[config.mk]
export PLATFORM = sky130hd
export DESIGN_NAME = auto_player
export DESIGN_NICKNAME = d
export VERILOG_FILES = /design/src/rtl/auto_player.sv
export SDC_FILE = /design/constraint.sdc
export NUM_CORES = 1
export LEC_CHECK = 0
export ABC_AREA = 1
export BUFFER_PORTS_ARGS = -buffer_cell sky130_fd_sc_hd__buf_2
export CAP_MARGIN = 20
export CORE_UTILIZATION = 45
export DETAILED_ROUTE_END_ITERATION = 16
export PLACE_DENSITY = 0.73
export SLEW_MARGIN = 20
export SYNTH_ARGS = -nofsm -noshare
export SYNTH_HDL_FRONTEND = slang
export SYNTH_SLANG_ARGS = --single-unit
[constraint.sdc]
create_clock -name clk -period 2.2 [get_ports clk]
set_input_delay 0.44 -clock clk [delete_from_list [all_inputs] [get_ports clk]]
set_output_delay 0.44 -clock clk [all_outputs]
set_load 0.02 [all_outputs]
[src/rtl/auto_player.sv]
// auto_player: song-memory sequencer with start/stop/pause, loop and end marker.
// Define AUTO_PLAYER_TEMPO_EN to enable tempo_sel duration scaling.
module auto_player #(
    parameter int DEPTH      = 26,
    parameter int ADDR_W     = 5,
    parameter int NOTE_W     = 4,
    parameter int DUR_W      = 28,
    parameter int GAP_CYCLES = 50_000_000
) (
    input  logic              clk,
    input  logic              rst_n,
    input  logic              start,
    input  logic              stop,
    input  logic              pause,
    input  logic              loop_en,
    input  logic [1:0]        tempo_sel,
    input  logic [NOTE_W-1:0] note_value,
    input  logic [DUR_W-1:0]  duration_value,
    output logic [ADDR_W-1:0] mem_addr,
    output logic              key_on,
    output logic [NOTE_W-1:0] key,
    output logic              busy,
    output logic              done
);

    localparam logic [2:0] S_IDLE   = 3'd0;
    localparam logic [2:0] S_FETCH  = 3'd1;
    localparam logic [2:0] S_LATCH  = 3'd2;
    localparam logic [2:0] S_NOTE   = 3'd3;
    localparam logic [2:0] S_GAP    = 3'd4;
    localparam logic [2:0] S_PAUSED = 3'd5;

    localparam logic [DUR_W-1:0]  GAP_LAST  = DUR_W'(GAP_CYCLES - 1);
    localparam logic [ADDR_W-1:0] LAST_ADDR = ADDR_W'(DEPTH - 1);

    logic [2:0]        state, state_n;
    logic [2:0]        saved, saved_n;
    logic [DUR_W-1:0]  cnt, cnt_n;
    logic [DUR_W-1:0]  dur_r, dur_n;
    logic              loop_r, loop_n;
    logic [ADDR_W-1:0] addr_n;
    logic [NOTE_W-1:0] key_n;
    logic              key_on_n;
    logic              done_n;
    logic [DUR_W-1:0]  scaled;

`ifdef AUTO_PLAYER_TEMPO_EN
    localparam logic [DUR_W:0] DUR_MAX = {1'b0, {DUR_W{1'b1}}};
    logic [DUR_W:0] wide;

    always_comb begin
        wide = {1'b0, duration_value};
        case (tempo_sel)
            2'b01:   wide = {duration_value, 1'b0};
            2'b10:   wide = {1'b0, duration_value} >> 1;
            2'b11:   wide = {1'b0, duration_value} >> 2;
            default: wide = {1'b0, duration_value};
        endcase
        if (wide > DUR_MAX) begin
            wide = DUR_MAX;
        end else if (wide == '0) begin
            wide = (DUR_W+1)'(1);
        end
        scaled = wide[DUR_W-1:0];
    end
`else
    logic unused_tempo;
    assign unused_tempo = ^tempo_sel;
    assign scaled = duration_value;
`endif

    always_comb begin
        state_n  = state;
        saved_n  = saved;
        cnt_n    = cnt;
        dur_n    = dur_r;
        loop_n   = loop_r;
        addr_n   = mem_addr;
        key_n    = key;
        key_on_n = 1'b0;
        done_n   = 1'b0;
        if (stop) begin
            state_n = S_IDLE;
            addr_n  = '0;
            key_n   = '0;
            cnt_n   = '0;
        end else if (start) begin
            state_n = S_FETCH;
            addr_n  = '0;
            key_n   = '0;
            cnt_n   = '0;
        end else begin
            case (state)
                S_IDLE: begin
                    addr_n = '0;
                    key_n  = '0;
                end
                S_FETCH: state_n = S_LATCH;
                S_LATCH: begin
                    loop_n = loop_en;
                    if (duration_value == '0) begin
                        // a marker at address 0 would loop forever on an empty song
                        if (loop_en && mem_addr != '0) begin
                            state_n = S_FETCH;
                            addr_n  = '0;
                        end else begin
                            state_n = S_IDLE;
                            addr_n  = '0;
                            key_n   = '0;
                            done_n  = 1'b1;
                        end
                    end else begin
                        state_n  = S_NOTE;
                        cnt_n    = '0;
                        dur_n    = scaled;
                        key_n    = note_value;
                        key_on_n = (note_value != '0);
                    end
                end
                S_NOTE: begin
                    if (cnt == dur_r - 1'b1) begin
                        state_n = S_GAP;
                        cnt_n   = '0;
                    end else begin
                        cnt_n    = cnt + 1'b1;
                        key_on_n = (key != '0);
                    end
                    // the cycle that sees pause was already played, so it counts
                    if (pause) begin
                        saved_n  = state_n;
                        state_n  = S_PAUSED;
                        key_on_n = 1'b0;
                    end
                end
                S_GAP: begin
                    if (cnt == GAP_LAST) begin
                        cnt_n = '0;
                        if (mem_addr == LAST_ADDR) begin
                            addr_n = '0;
                            if (loop_r) begin
                                state_n = S_FETCH;
                            end else begin
                                state_n = S_IDLE;
                                key_n   = '0;
                                done_n  = 1'b1;
                            end
                        end else begin
                            state_n = S_FETCH;
                            addr_n  = mem_addr + 1'b1;
                        end
                    end else begin
                        cnt_n = cnt + 1'b1;
                        if (pause) begin
                            saved_n = S_GAP;
                            state_n = S_PAUSED;
                        end
                    end
                end
                S_PAUSED: begin
                    if (!pause) begin
                        state_n  = saved;
                        key_on_n = (saved == S_NOTE) && (key != '0);
                    end
                end
                default: begin
                    state_n = S_IDLE;
                    addr_n  = '0;
                    key_n   = '0;
                end
            endcase
        end
    end

    always_ff @(posedge clk or negedge rst_n) begin
        if (!rst_n) begin
            state    <= S_IDLE;
            saved    <= S_NOTE;
            cnt      <= '0;
            dur_r    <= '0;
            loop_r   <= 1'b0;
            mem_addr <= '0;
            key      <= '0;
            key_on   <= 1'b0;
            busy     <= 1'b0;
            done     <= 1'b0;
        end else begin
            state    <= state_n;
            saved    <= saved_n;
            cnt      <= cnt_n;
            dur_r    <= dur_n;
            loop_r   <= loop_n;
            mem_addr <= addr_n;
            key      <= key_n;
            key_on   <= key_on_n;
            busy     <= (state_n != S_IDLE);
            done     <= done_n;
        end
    end

endmodule

==> metrics.txt <==
outcome finished with violations; violations in the final reports design-rule violations, negative setup slack; layout cell share with drive strength beyond 1 25.83%; starting utilization of the core area 46.74%; Die Wd 111.4 um; number of synthesized flops with an enable pin 0; min cycle time layout about 2300 ps; Remaining DRCs 2; commonest cells after routing, fill and taps aside sky130_fd_sc_hd__nand2_1, sky130_fd_sc_hd__inv_1, sky130_fd_sc_hd__nor2_1; HPWL reported at the end of detailed placement a little over 10 mm; fillcell total ~1,100; fin crit share 104.6%; total power per unit cell area 676.4 nW/um^2; DR WL/cell 13.49 um; Top Ports 52; launch point of the critical path dur_r[2]$_DFFE_PN0P_; Synth Warn # 0; number of register bits inferred by synthesis 75; Distinct cells, synth 45; layout-stage area growth over the synthesis result 25.03%; gr ovfl total 0; clock insertion delay at the later pin of the skew report 350 ps; detailed-routing wirelength on met1 between 6 and 7 mm; CTS root buffer sky130_fd_sc_hd__clkbuf_16; flip-flop and latch area 1887 sq um; reg-to-reg critical path startpoint dur_r[2]$_DFFE_PN0P_; area of the core 11,520 sq um; max-slew violation total from the final report 0; Critical R2R Capture cnt[24]$_DFFE_PN0P_; sort of element at the start of the critical path flop; leakage dissipation approximately 0.0033 uW; number of global-route vias before repair between 4,000 and 5,000; sum of met3 wire segment lengths after detailed routing 674 um; routed wire length between 10 and 15 mm; max-slew headroom at the worst pin 63.89%; largest fanout on the critical path 7; setup slack of the worst register-to-register path -100 ps; full die area ~12,000 sq um; num rows 39; Detail Route met2 WL about 6.6 mm; worst hold slack 78.42 ps; Critical Setup Path Class reg -> reg; placed insts between 900 and 1,000; routability-driven placement congestion ratio 0.8940; top sig layer met4; maximum level of the CTS H-tree 3; mapped cell area 5383 sq um; type of element capturing the critical path flop; maximum buffer depth of the clock tree 2; detailed-route vias per instance 5.072; CTS tree yes; sink count of the clock tree 75; slack of the critical path -100.6 ps; Final Skew 7.550 ps; Hold Fails Final Rpt 0; multi-input logic area ~3100 sq um; number of vias in the routed layout just over 5,000; hold buffers post-CTS 0; number of nets in the final layout about 910; Layout Utilization 58.44%; RSZ-0062 raised after global routing yes; commonest non-fill, non-tap cell in the layout sky130_fd_sc_hd__nand2_1; upper clock frequency limit ~430 MHz; transition at the pin with the smallest max-transition slack 541.6 ps; Inserted Diodes 0; final cell count without fillers 1,014; fraction of the yosys area taken by sequential cells 34.91%; maximum number of pins on one net before global-route repair 39; VDD IR max 466.4 uV; worst endpoint data arrival time 2580 ps; die height 111.4 um; number of cells on the worst reg-to-reg path 16; total of buffers placed on input and output ports 49; Post-Syn Instances approximately 760; Top FF cell, synth sky130_fd_sc_hd__dfrtp_1; post-route ant nets 0; Pre-antenna DRT Iters 11; All-Layer GR Usage 22.59%; required time reported for the critical path endpoint approximately 2500 ps; synthesized area per cell approximately 7 sq um; max-cap violations 0; path class of the lowest-slack min-delay path in -> async; Iteration-0 DRC Markers 248; fraction of synthesis flops using an asynchronous set or reset pin 100.0%; global-route wire length before repair 21.97 mm; initial antenna violation count 0; clock-pin slew on the worst setup and hold paths 60 ps; Synth Net Count 808; Num CTS Buffers 9; Setup-failing EPs final 29
registers in the layout, indices dropped and copies added, names as in the netlist:
signal,flops
dur_r,28
cnt,28
key_on,1
loop_r,1
done,1
mem_addr,5
key,4
saved,3
state,3
busy,1
Yosys cell counts, types with 5 or more instances:
library cell	n	area (sq um)
sky130_fd_sc_hd__nand2_1	206	773.2
sky130_fd_sc_hd__inv_1	100	375.4
sky130_fd_sc_hd__nor2_1	83	311.6
sky130_fd_sc_hd__dfrtp_1	73	1827
sky130_fd_sc_hd__o21ai_0	46	230.2
sky130_fd_sc_hd__nand3_1	44	220.2
sky130_fd_sc_hd__xor2_1	35	306.5
sky130_fd_sc_hd__xnor2_1	20	175.2
sky130_fd_sc_hd__o21ai_2	19	166.4
sky130_fd_sc_hd__nand4_1	17	106.4
sky130_fd_sc_hd__nor2_2	14	87.58
sky130_fd_sc_hd__nor3_1	12	60.06
sky130_fd_sc_hd__nand3b_1	10	75.07
sky130_fd_sc_hd__clkbuf_1	8	30.03
sky130_fd_sc_hd__buf_2	7	35.03
sky130_fd_sc_hd__nand2_2	6	37.54
sky130_fd_sc_hd__nor4_1	6	37.54
sky130_fd_sc_hd__ha_1	5	62.56
sky130_fd_sc_hd__nor2_4	5	56.30
logic make-up after synthesis:
logic type / synth area share, %
AOI/OAI and AO/OA: 9.600
and+or+nand+nor: 35.63
adders and majority gates: 1.162
buffers and inverters: 9.740
xor gates and xnor gates: 8.949
DFF: 34.91
metrics by stage:
stage               power [uW]  instance area, sq um  worst slack [ps]  setup TNS [ps]
floorplan                 2517                  5383             98.21               0
global placement          2859                  6115            -83.37           -1962
detailed placement        2890                  6115            -110.9           -2664
CTS                       4490                  6526            -11.97          -51.85
global route              4829                  6730            -223.7           -6666
finish                    4552                  6730            -100.6           -1835
worst max-delay path: stages (launching register included):
cell	delay (ps)
sky130_fd_sc_hd__dfrtp_2	460
sky130_fd_sc_hd__nor2_4	180
sky130_fd_sc_hd__nand2_8	90
sky130_fd_sc_hd__nor2_8	180
sky130_fd_sc_hd__buf_4	140
sky130_fd_sc_hd__buf_4	100
sky130_fd_sc_hd__nand3b_1	110
sky130_fd_sc_hd__nand3_1	150
sky130_fd_sc_hd__nor2_4	40
sky130_fd_sc_hd__nand2_2	80
sky130_fd_sc_hd__nor2_4	50
sky130_fd_sc_hd__nand3_4	90
sky130_fd_sc_hd__nand2_4	70
sky130_fd_sc_hd__nand2_4	100
sky130_fd_sc_hd__nand2_8	90
sky130_fd_sc_hd__clkbuf_16	190
sky130_fd_sc_hd__o21ai_2	100
routing by layer:
layer	up-vias	track usage, %
li1	2615	-
met1	2391	28.59
met2	112	38.21
met3	25	4.954
met4	0	7.658
met5	-	0
how the worst max path moves through the flow:
stage	end	slack [ps]
finish	cnt[24]$_DFFE_PN0P_	-100
global route	cnt[24]$_DFFE_PN0P_	-220
CTS	cnt[13]$_DFFE_PN0P_	-10
detailed placement	cnt[21]$_DFFE_PN0P_	-110
global placement	cnt[7]$_DFFE_PN0P_	-80
floorplan	cnt[5]$_DFFE_PN0P_	100
power by group:
part	internal, uW	total (uW)	switching, uW	leakage, uW
Combinational	570	1340	774	0.00219
Sequential	1530	1730	201	0.000991
Clock	903	1480	576	0.000145
area by class of cell:
cell class              count  area share (%)
clock buffers              11           3.607
repair buffers            113           12.47
multi-input cells         560           46.48
flip-flops and latches     75           28.03
clock inverters             5          0.7808
well taps                 143           2.658
inverters                 107           5.968
what timing repair did:
item                       4_1_cts  5_1_grt
gates cloned                     0        1
buffers inserted                 8        8
setup endpoints to repair       31       45
resized for setup               19       38
pin swaps                       10       16
No activity file was read; power rests on OpenSTA's default activity.
